$ cat config.mk
export PLATFORM = sky130hd
export DESIGN_NAME = input_port_ctrl
export DESIGN_NICKNAME = d
export VERILOG_FILES = /design/src/rtl/input_port_ctrl_pkg.sv /design/src/rtl/input_port_ctrl_debounce_bit.sv /design/src/rtl/input_port_ctrl.sv
export SDC_FILE = /design/constraint.sdc
export NUM_CORES = 1
export LEC_CHECK = 0
export ABC_AREA = 1
export CAP_MARGIN = 20
export CORE_UTILIZATION = 40
export CTS_BUF_LIST = sky130_fd_sc_hd__clkbuf_8
export CTS_CLUSTER_DIAMETER = 40
export DETAILED_ROUTE_END_ITERATION = 12
export PLACE_DENSITY = 0.68
export SLEW_MARGIN = 40
export SYNTH_ARGS = -nofsm -noshare
export SYNTH_HDL_FRONTEND = slang
export SYNTH_HIERARCHICAL = 1
export SYNTH_SLANG_ARGS = --single-unit
$ cat constraint.sdc
create_clock -name CLK -period 1.2 [get_ports CLK]
set_input_delay 0.3 -clock CLK [delete_from_list [all_inputs] [get_ports CLK]]
set_output_delay 0.3 -clock CLK [all_outputs]
set_load 0.03 [all_outputs]
$ cat src/rtl/input_port_ctrl_pkg.sv
// input_port_ctrl_pkg: MCU port map shared by the wrapper peripherals
package input_port_ctrl_pkg;
    typedef logic [7:0] port_id_t;
    localparam port_id_t SW_ID     = 8'h20;
    localparam port_id_t STATUS_ID = 8'h21;
    localparam port_id_t MASK_ID   = 8'h22;
    localparam port_id_t LEDS_ID   = 8'h40;
    localparam port_id_t CLR_ID    = 8'h41;
endpackage

$ cat src/rtl/input_port_ctrl_debounce_bit.sv
// debounce_bit: two-flop synchroniser plus stability counter for one switch
module debounce_bit #(
    parameter int DEBOUNCE_CYCLES = 250000
) (
    input  logic clk,
    input  logic rst,
    input  logic raw,
    output logic stable,
    output logic rise
);
    localparam int CW = $clog2(DEBOUNCE_CYCLES);
    localparam logic [CW-1:0] LAST = CW'(DEBOUNCE_CYCLES - 1);
    logic s1, s2, done;
    logic [CW-1:0] cnt;
    // rise is asserted during the cycle whose edge flips stable 0->1
    assign done = (s2 != stable) && (cnt == LAST);
    assign rise = done && s2;
    always_ff @(posedge clk) begin
        if (rst) begin
            s1     <= 1'b0;
            s2     <= 1'b0;
            stable <= 1'b0;
            cnt    <= '0;
        end else begin
            s1     <= raw;
            s2     <= s1;
            cnt    <= (s2 == stable || done) ? '0 : cnt + CW'(1);
            stable <= done ? s2 : stable;
        end
    end
endmodule

$ cat src/rtl/input_port_ctrl.sv
// input_port_ctrl: debounced switch port with rising-edge flags, mask and interrupt
module input_port_ctrl
    import input_port_ctrl_pkg::*;
#(
    parameter int DEBOUNCE_CYCLES = 250000,
    parameter int WIDTH = 8
) (
    input  logic             CLK,
    input  logic             RESET,
    input  logic [WIDTH-1:0] SWITCHES,
    input  logic [7:0]       PORT_ID,
    input  logic [WIDTH-1:0] OUT_PORT,
    input  logic             IO_STRB,
    output logic [WIDTH-1:0] IN_PORT,
    output logic             INTR
);
    logic [WIDTH-1:0] stable, rise, evt, mask, clr;
    for (genvar i = 0; i < WIDTH; i++) begin : g_db
        debounce_bit #(.DEBOUNCE_CYCLES(DEBOUNCE_CYCLES)) u_db (
            .clk(CLK), .rst(RESET), .raw(SWITCHES[i]), .stable(stable[i]), .rise(rise[i])
        );
    end
    always_comb begin
        clr = (IO_STRB && PORT_ID == CLR_ID) ? OUT_PORT : '0;
        IN_PORT = (PORT_ID == SW_ID)     ? stable :
                  (PORT_ID == STATUS_ID) ? evt    :
                  (PORT_ID == MASK_ID)   ? mask   : '0;
    end
    // a new rise is ORed in after the clear so set wins on collision
    always_ff @(posedge CLK) begin
        if (RESET) begin
            evt  <= '0;
            mask <= '0;
            INTR <= 1'b0;
        end else begin
            evt  <= (evt & ~clr) | rise;
            mask <= (IO_STRB && PORT_ID == MASK_ID) ? OUT_PORT : mask;
            INTR <= |(evt & mask);
        end
    end
endmodule

## Yosys cells after proc, flatten, opt, wreduce, memory -nomap -nowiden

Cells that the tools add are included.

- Add/sub/neg operators: 8
- Equal/unequal tests: 28
- Mux-type cells: 4
- Bitwise gates (word level): 4
- Reduce and logical (&&, ||, !) cells: 35

Operators by type and width:

| cell | number |
|---|---|
| $add A18 B1 Y18 const B | 8 |
| $eq A18 B18 Y1 const B | 8 |
| $mux W8 | 4 |
| $eq A8 B6 Y1 const B | 3 |
| $logic_and A1 B1 Y1 | 18 |
| $and A8 B8 Y8 | 2 |
| $reduce_or A2 Y1 | 8 |
| $eq A1 B1 Y1 | 8 |
| $eq A8 B7 Y1 const B | 1 |
| $logic_or A1 B1 Y1 | 8 |
| $ne A1 B1 Y1 | 8 |
| $not A8 Y8 | 1 |
| $or A8 B8 Y8 | 1 |
| $reduce_or A8 Y1 | 1 |

- Register bits: 185
- Input port bits: 27
- Output and inout bits: 9

## Longest topological paths before layout

Gate-level depths: netlist of the first run.

- Depth in word-level cells: 6
- Depth in mapped cells: 9
- Depth with buffers taken out: 9

## Hierarchy

Netlist of the first run, hierarchy kept.

Modules (own cells, without submodules):

| module | times used | cells each | area each (µm²) | sequential area each (µm²) |
|---|---|---|---|---|
| debounce_bit | 8 | 164 | 1123.6 | 420.4 |
| input_port_ctrl | 1 | 153 | 977.2 | 340.3 |

## Least setup slack after synthesis of the first run

No wires, ideal clock.

- Path kind: input port to output port
- From: input PORT_ID[6]
- To: output IN_PORT[0]
- Data arrival time: 1.320 ns
- Required time: 0.900 ns
- Slack: -0.420 ns
- Stages: 6
- Buffers on the path: 1
- Path through: inv_1 nand2_1 nor2_2 buf_6 nand2_1 o211ai_1

- Longest elaborated chain between the ends: 4

RTL lines:

| item | RTL line | source |
|---|---|---|
| start, declared | input_port_ctrl.sv:11 | `input logic [7:0] PORT_ID,` |
| $eq A8 B6 Y1 | input_port_ctrl.sv:27 | `(PORT_ID == MASK_ID) ? mask : '0;` |
| $mux W8 | input_port_ctrl.sv:27 |  |
| $mux W8 | input_port_ctrl.sv:26 | `(PORT_ID == STATUS_ID) ? evt :` |
| $mux W8 (*) | input_port_ctrl.sv:25 | `IN_PORT = (PORT_ID == SW_ID) ? stable :` |
| end, declared | input_port_ctrl.sv:14 | `output logic [WIDTH-1:0] IN_PORT,` |

Mark *: on every way between the ends. The rest lies on a longest branch, timed or not.

## Worst setup path in the final report of the first run

- From: input PORT_ID[6]
- To: output IN_PORT[3]

Same word-level chain as after synthesis.

==> results of run 1 <==
[logic make-up after synthesis]
group	count (synthesis)
AOI/OAI and AO/OA	90
xor gates and xnor gates	72
adders and majority gates	8
buffers and inverters	213
DFF	185
and+or+nand+nor	897
[cell usage in the layout, fill, tap and decap left out, types with 40 or more instances in the layout]
cell       n
nand2_2   40
nand2_1  332
nand3_1   71
a21oi_2   47
dfxtp_1   73
nor2_4    78
nor2_1   136
buf_4    146
inv_1    179
dfxtp_2   76
nor2_2   136
[power by group through the flow]
stage	Clock [µW]	Combinational [µW]	Sequential (µW)
6_report	4260	511	6110
5_1_grt	4660	550	6120
4_1_cts	4380	453	6170
3_5_place_dp	0	376	6320
3_3_place_gp	0	371	6320
2_1_floorplan	0	189	6320
[how the worst max path moves through the flow]
stage / slack, ns / start / endpoint
global placement: -1.06 / PORT_ID[4] / IN_PORT[6]
finish: -0.59 / PORT_ID[6] / IN_PORT[3]
floorplan: -0.33 / PORT_ID[4] / IN_PORT[0]
CTS: -0.60 / PORT_ID[6] / IN_PORT[6]
detailed placement: -1.13 / PORT_ID[4] / IN_PORT[6]
global route: -0.63 / PORT_ID[6] / IN_PORT[3]
[timing repair]
item	in CTS	in global routing
gates resized for setup	271	341
endpoints found under the setup margin	177	169
hold buffers	0	0
pin swaps	57	127
setup buffers	34	40
cloned	8	0
[area by class of cell]
class / instances / area (µm²)
clock buffers: 20 / 275.3
diodes: 2 / 5.005
multi-input cells: 1075 / 7238
fillers: 1977 / 9653
flip-flops and latches: 185 / 3934
well taps: 324 / 405.4
repair buffers: 212 / 1943
inverters: 201 / 812.0
clock inverters: 12 / 125.1
[routing by layer]
metal / global-route usage (%) / wire length, µm / up-vias
met5: 0 / 34 / -
met4: 5.584 / 612 / 4
met3: 4.026 / 1052 / 56
met2: 33.74 / 13710 / 183
met1: 23.12 / 11100 / 4514
li1: - / - / 4970
[synthesized netlist by cell type, types with 2 or more instances]
cell	instances	area, µm²
or2_0	8	50.05
inv_2	8	30.03
ha_1	8	100.1
xor2_1	56	490.5
buf_12	8	160.2
a21oi_1	57	285.3
inv_1	193	724.4
nand3_2	16	160.2
nor2_1	211	792.0
nand3_1	105	525.5
nor3_1	8	40.04
nand2_1	381	1430
nor2_2	138	863.3
dfxtp_1	185	3704
nand2_2	2	12.51
buf_6	2	22.52
or2_2	8	50.05
nand4_1	8	50.05
o211ai_1	8	60.06
nand2_4	8	90.09
xnor2_1	16	140.1
o21ai_0	24	120.1
[stage by stage]
stage	setup TNS, ns	total power (µW)	hold WS [ns]	setup WS (ns)
4_1_cts	-6.966	11010	0.2099	-0.5954
3_3_place_gp	-25.57	6690	0.3910	-1.063
2_1_floorplan	-2.522	6510	0.3712	-0.3279
5_1_grt	-23.95	11330	0.2061	-0.6350
6_report	-11.99	10880	0.2184	-0.5862
3_5_place_dp	-27.97	6696	0.3965	-1.126
[flip-flops by register name, summed over array words and instances (netlist names)]
signal / flops
g_db.u_db/s2: 8
INTR: 1
mask: 8
g_db.u_db/cnt: 144
g_db.u_db/s1: 8
evt: 8
g_db.u_db/stable: 8
[critical path: cells and delay by family]
family	cells	cell delay (ns)
compound gates	1	0.18
buf+inv	6	0.70
simple gates	3	0.30
==> results.cfg, run 1 <==
[clock_tree]
cts.sinks = 185
htreeDepth = 4
clk_latency_ns = 0.47
clk_pin_slew_worst_paths_ns = 0.10
cts_root_buffer = clkbuf_8
cts_max_path_buffers = 2
cts_tree = yes
cts_inserted_buffers = 17

[yosys]
ys_seq_elements = 185
syn_inst = 1465
synthArstFlopShare_pct = 0
synth_edf_count = 0
ys_seq_area_share_pct = 37.16
synthAdderAreaFrac_pct = 1.004
syn-num-nets = 1500
synth_area_per_cell_um2 = 6.803
synth.distinct_cells = 29
synthMuxAreaShare_pct = 0
synth_xor_area_share_pct = 6.328
ys.flop_type = dfxtp_1
synth_compound_area_share_pct = 4.758
synth_area_um2 = 9966
yosys.area_share.simple_pct = 41.23
yosysWarnings = 6
synth_top_family_by_area = simple AND/OR/NAND/NOR gates

[finish]
synthToLayoutAreaGrowth_pct = 47.88
final_cells = 2031
final_area_um2 = 14740
drive_gt1_share_pct = 46.74
post-route-util_pct = 60.42
num-nets-final = 1727

[worst_hold_path]
min_from = RESET
hold_path.class = in2reg
hold_path_end = evt[6]
whs_path_depth = 3

[placed_design]
dp_cells = 1919
placed_cell_area_um2 = 11620
gp_congestion = 0.8499
dp_hpwl_mm = 15.91
io_buffers = 35

[drt]
drt-initial-drc-count = 436
postRouteAntennaNets = 0
dr.pass1.iters = 5
vias_per_cell = 4.789
drt-total-wl_mm = 26.51
dr_total_vias = 9727
route.detailed.drc = 0
routedWlPerCell_um = 13.05

[timing]
fmax_mhz = 559.9
min_period_ns = 1.786
worst_slack_ns = -0.5862
rsz0062_at_grt = yes
finalHoldViolCount = 0
maxSlewHeadroom_pct = 73.92
slew_violations = 0
worst_pin_slew_ns = 0.3896
fin_skew_ns = 0.01670
setup_viol = 151
fin_crit_sh_pct = 148.8

[pwr]
p_seq_share_pct = 56.2
p_int_uw = 8334
combPwrFrac_pct = 4.7
p_leak_uw = 0.004969
p_clk_share_pct = 39.1
max-vdd-ir-drop_v = 0.0006588
switching_share_pct = 23.39
switching_power_uw = 2544
p_per_area_nw_per_um2 = 738.1

[worst_setup_path]
crit_path_end_kind = output port
reg2reg_from = g_db[5].u_db/cnt[8]
crit_chain = buf_6, inv_2, nand2_2, nor2_4, buf_6, nand2_8, buf_12, o211ai_1, buf_4, buf_12
crit_fanout = 5
crit_arrival_ns = 1.49
setup.worst_path.class = in2out
r2r-end = evt[5]
slowest_stage = nor2_4
rrSetupSlack_ns = -0.13
crit_path_start_kind = input port
cp.required_ns = 0.90
worst_r2r_path_depth = 7
slowest_delay_ns = 0.19

[global_route]
antenna_found_initial = 4
grt_pass1_wl_mm = 40.45
grt_max_degree = 17
grt.overflow.total = 0
track_usage_pct = 19.06
grt_pass1_vias = 8994

[run_status]
violations = setup timing
status = finished with violations

[floorplan]
die_area_um2 = 25550
core_um2 = 24390
num_rows = 57
die-height_um = 159.8
start_util_pct = 40.86
die-width_um = 159.8
io_pins = 36

[flow_run]
cap_violations = 0
No activity file was read; power rests on OpenSTA's default activity.
==> run 2, diff against run 1 <==
--- a/config.mk
+++ b/config.mk
@@ -7,11 +7,13 @@
 export LEC_CHECK = 0
 export ABC_AREA = 1
 export CAP_MARGIN = 20
+export CELL_PAD_IN_SITES_DETAIL_PLACEMENT = 1
+export CELL_PAD_IN_SITES_GLOBAL_PLACEMENT = 1
 export CORE_UTILIZATION = 40
 export CTS_BUF_LIST = sky130_fd_sc_hd__clkbuf_8
 export CTS_CLUSTER_DIAMETER = 40
 export DETAILED_ROUTE_END_ITERATION = 12
-export PLACE_DENSITY = 0.68
+export PLACE_DENSITY = 0.86
 export SLEW_MARGIN = 40
 export SYNTH_ARGS = -nofsm -noshare
 export SYNTH_HDL_FRONTEND = slang
==> run 2 against run 1 <==
The flow still finishes with violations (setup timing). Count of clock-buffer cells in the layout down 1. Combinational power up 35%. Clock skew up 0.0093 ns. Register-to-register slack worse by 0.43 ns. Setup slack worse by 0.32 ns. Non-clock buffer count up 53. Critical endpoint is now IN_PORT[5]. Highest routed layer unchanged.
==> results.cfg, run 2 (synthesis gave the netlist of run 1 again) <==
[global_route]
busiest_layer = met2
grt_pass1_vias = 12380
antenna_found_initial = 2
grt_max_degree = 21
met2_usage_pct = 61.97
grt_pass1_wl_mm = 67.72
use_met3_pct = 5.974
grt.overflow.total = 0
use_met1_pct = 34.42
track_usage_pct = 33.87

[placed_design]
io_buffers = 35
dp_cells = 1926
gp_congestion = 0.8380
dp_hpwl_mm = 20.86
dp_slack_ns = -1.029

[worst_hold_path]
hold_path_end = evt[6]
whs_path_depth = 3
min_from = RESET
hold_path.class = in2reg

[floorplan]
core_um2 = 24390
io_pins = 36
start_util_pct = 40.86
die-height_um = 159.8
die_area_um2 = 25550
num_rows = 57
die-width_um = 159.8

[flow_run]
cap_violations = 0

[worst_setup_path]
crit_path_start_kind = flop
cp.required_ns = 0.90
rrSetupSlack_ns = -0.56
crit_fanout = 4
crit_arrival_ns = 1.81
r2r-end = g_db[3].u_db/cnt[16]
reg2reg_from = g_db[3].u_db/cnt[4]
worst_r2r_path_depth = 8
setup.worst_path.class = reg2out
crit_path_end_kind = output port

[finish]
final_cells = 2086
num-nets-final = 1781
drive_gt1_share_pct = 61.49
final_cell_mix = 251 x nand2_1, 167 x buf_4, 150 x inv_1
synthToLayoutAreaGrowth_pct = 66.58
final_common_cell = nand2_1
largest_reg_flops = 144
top_register = g_db.u_db/cnt

[timing]
setup_viol = 176
worst_pin_slew_ns = 0.4720
fmax_mhz = 473.7
worst_slack_ns = -0.9112
rsz0062_at_grt = yes
fin_skew_ns = 0.02597
maxSlewHeadroom_pct = 68.44
min_period_ns = 2.111
finalHoldViolCount = 0
slew_violations = 0
fin_crit_sh_pct = 175.9
setup_tns_ns = -47.45

[clock_tree]
clk_pin_slew_worst_paths_ns = 0.13
cts.sinks = 185
cts_tree = yes
htreeDepth = 4
ctsHoldBuffers = 0
cts_max_path_buffers = 2
clk_latency_ns = 0.54
cts_inserted_buffers = 17
cts_root_buffer = clkbuf_8

[drt]
dr.pass1.iters = 7
drt-initial-drc-count = 1521
routedWlPerCell_um = 33.03
vias_per_cell = 6.477
route.detailed.drc = 0
dr_total_vias = 13510
postRouteAntennaNets = 0
drt-total-wl_mm = 68.89

[pwr]
p_per_area_nw_per_um2 = 694.8
power_uw = 11540
p_leak_uw = 0.005532
max-vdd-ir-drop_v = 0.0005630

[run_status]
violations = setup timing
status = finished with violations
run 2: cell count changes in the layout (fill, tap and decap cells not counted), sizes merged, moves of 2 or more:
cell / change
buf: +49
clkbuf: +3
clkinvlp: +6
diode: +2
inv: -5
run 2: timing repair:
item / CTS / global route
buffers inserted: 54 / 69
pin swaps: 116 / 192
setup endpoints to repair: 177 / 172
cloned: 6 / 3
resized for setup: 468 / 572
run 2: critical path: stages, from the launching register on:
cell       delay [ns]
dfxtp_2          0.43
nand3_1          0.32
o211ai_1         0.30
clkbuf_16        0.22
run 2: cell type report:
cell class | instances | area [µm²]
Sequential cell | 185 | 4059
Clock inverter | 12 | 127.6
Tap cell | 324 | 405.4
Inverter | 201 | 843.3
Multi-Input combinational cell | 1076 | 8348
Clock buffer | 19 | 261.5
Antenna cell | 4 | 10.01
Fill cell | 2784 | 7790
Timing Repair Buffer | 265 | 2546
run 2: worst max path at each step:
stage | start | cells past startpoint | endpoint
after detailed placement | PORT_ID[4] | 9 | IN_PORT[6]
after CTS | mask[6] | 3 | IN_PORT[6]
final | g_db[5].u_db/stable | 3 | IN_PORT[5]
after global placement | PORT_ID[4] | 9 | IN_PORT[4]
after global routing | evt[7] | 3 | IN_PORT[7]
after floorplan | PORT_ID[4] | 6 | IN_PORT[0]
run 2: metal layers:
metal	wire length, µm	part of all wire, %
met5	34	0.049
met4	7983	12
met3	7436	11
met2	30690	45
met1	22750	33
run 2: report_power, final:
group,switching [µW],leakage [µW],internal [µW],total [µW]
registers,36.7,0.00159,6020,6060
logic,433,0.00376,255,688
clock network,2850,0.000183,1940,4790
total,3320,0.00553,8210,11500
run 2: per-stage QoR:
stage          hold slack, ns  util [%]  instance area (µm²)
4_1_cts                0.2131     57.36                13990
6_report               0.1947     68.06                16600
3_3_place_gp           0.3902     47.84                11670
5_1_grt                0.1773     68.04                16600
2_1_floorplan          0.3712         -                10150
3_5_place_dp           0.3982     47.84                11670
==> run 3, diff against run 2 <==
--- a/config.mk
+++ b/config.mk
@@ -19,3 +19,4 @@
 export SYNTH_HDL_FRONTEND = slang
 export SYNTH_HIERARCHICAL = 1
 export SYNTH_SLANG_ARGS = --single-unit
+export TNS_END_PERCENT = 30
==> run 3 against run 2 <==
Global-route usage down 4.9 points. Fmax up 13%. Clock power fell by 5.2%. Die area stayed put. Core utilization decreased by 6.2 points. The flow still finishes with violations (setup timing). Setup slack better by 0.25 ns. Power shrank 2.8%. Count of clock-buffer cells in the layout is the same.
==> results.cfg, run 3 (synthesis gave the netlist of run 1 again) <==
[worst_setup_path]
crit_path_end_kind = output port
cp.required_ns = 0.90
slowest_delay_ns = 0.23
crit_fanout = 8
setup.worst_path.class = in2out
rrSetupSlack_ns = -0.43
crit_chain = buf_2, inv_2, nand2_4, nor3_4, buf_6, nand3_1, o211ai_1, clkbuf_16
slowest_stage = o211ai_1
crit_arrival_ns = 1.57
crit_buf_inv = 4
path_delay_family = buffers and inverters
crit_path_start_kind = input port

[drt]
dr_total_vias = 11880
dr.pass1.iters = 5
route.detailed.drc = 0
drt-total-wl_mm = 50.96
postRouteAntennaNets = 0
vias_per_cell = 5.827
wl_met1_mm = 18.52
routedWlPerCell_um = 25.01
top_layer = met5
drt-initial-drc-count = 886
wl_met3_mm = 3.370
route.met2.wl_mm = 25.15

[pwr]
p_leak_uw = 0.005110
max-vdd-ir-drop_v = 0.0005765
p_per_area_nw_per_um2 = 742.3

[clock_tree]
cts_max_path_buffers = 2
clk_pin_slew_worst_paths_ns = 0.11
cts_tree = yes
htreeDepth = 4
cts.sinks = 185
cts_inserted_buffers = 17
clk_latency_ns = 0.49
cts_root_buffer = clkbuf_8

[finish]
num_antenna_cells = 0
synthToLayoutAreaGrowth_pct = 51.50
seqCellArea_um2 = 3986
largest_reg_flops = 144
top_register = g_db.u_db/cnt
num-nets-final = 1737
final_common_cell = nand2_1
nFillCells = 2998
final_cell_mix = 300 x nand2_1, 158 x nor2_2, 151 x inv_1, 151 x buf_4, 114 x nor2_1
multi_input_area_um2 = 7383
drive_gt1_share_pct = 52.28
final_cells = 2038

[timing]
fin_skew_ns = 0.01780
slew_violations = 0
min_period_ns = 1.865
whs_ns = 0.2260
fmax_mhz = 536.1
fin_crit_sh_pct = 155.4
worst_slack_ns = -0.6654
worst_pin_slew_ns = 0.4806
rsz0062_at_grt = yes
maxSlewHeadroom_pct = 67.84
setup_tns_ns = -30.40
setup_viol = 175
finalHoldViolCount = 0

[floorplan]
num_rows = 57
core_um2 = 24390
die-height_um = 159.8
die_area_um2 = 25550
die-width_um = 159.8
start_util_pct = 40.86
io_pins = 36

[run_status]
violations = setup timing
status = finished with violations

[global_route]
grt_max_degree = 21
grt_pass1_vias = 11660
track_usage_pct = 28.94
grt_pass1_wl_mm = 59.12
grt.overflow.total = 0
antenna_found_initial = 4

[placed_design]
io_buffers = 35
gp_congestion = 0.8380
dp_slack_ns = -1.029
dp_cells = 1926
dp_hpwl_mm = 20.86

[flow_run]
cap_violations = 0

[worst_hold_path]
hold_path.class = in2reg
run 3: cell count changes in the layout (fill, tap and decap cells not counted), moves of 15 or more:
| cell | delta |
|---|---|
| nor2_4 | -69 |
| nand2_1 | +49 |
| nand2_2 | -40 |
| nor2_2 | +39 |
| nor2_1 | +30 |
| dfxtp_4 | -23 |
| buf_6 | -19 |
| a21oi_1 | +18 |
| buf_4 | -16 |
| nand3_1 | +16 |
| a21oi_2 | -15 |
run 3: where the power goes:
| group | leakage (µW) | switching (µW) | total, µW | internal [µW] |
|---|---|---|---|---|
| clock | 0.000183 | 2600 | 4540 | 1940 |
| sequential | 0.00158 | 29.2 | 6100 | 6070 |
| combinational | 0.00335 | 343 | 573 | 230 |
| total | 0.00511 | 2970 | 11200 | 8240 |
run 3: timing repair:
| item | 4_1_cts | 5_1_grt |
|---|---|---|
| setup buffers | 35 | 43 |
| cloned | 4 | 2 |
| gates resized for setup | 363 | 394 |
| setup endpoints to repair | 177 | 169 |
| pin swaps | 86 | 134 |
| hold buffers | 0 | 0 |
run 3: per-stage QoR:
step | area, µm² | util [%] | total power, µW
after floorplan | 10150 | - | 6510
after global placement | 11670 | 47.84 | 6693
after detailed placement | 11670 | 47.84 | 6710
after CTS | 13380 | 54.85 | 10990
after global routing | 15100 | 61.90 | 11470
final | 15100 | 61.90 | 11210
run 3: worst paths after layout:
kind	endpoint	startpoint	cells past startpoint
worst max-delay path	IN_PORT[5]	PORT_ID[3]	8
worst min-delay path	g_db[1].u_db/s1	RESET	3
worst max register to register	g_db[3].u_db/cnt[15]	g_db[3].u_db/cnt[4]	7
worst min register to register	g_db[5].u_db/s2	g_db[5].u_db/s1	2
run 3: cell type report:
| class | count | share of cell area, % |
|---|---|---|
| multi-input combinational | 1073 | 48.90 |
| sequential | 185 | 26.40 |
| timing repair buffer | 224 | 13.92 |
| inverter | 201 | 5.511 |
| tap | 324 | 2.685 |
| clock buffer | 19 | 1.732 |
| clock inverter | 12 | 0.8453 |
run 3: worst register-to-register path: stages (launching register included):
cell     delay (ns)
dfxtp_2        0.42
nand2_1        0.13
nor2_2         0.17
nand2_2        0.11
o21ai_1        0.31
nand2_1        0.14
nand2_1        0.15
inv_1          0.08
run 3: layer usage:
layer	vias up	global-route usage, %
li1	4991	-
met1	5909	30.67
met2	673	54.47
met3	299	4.416
met4	4	16.10
met5	-	0
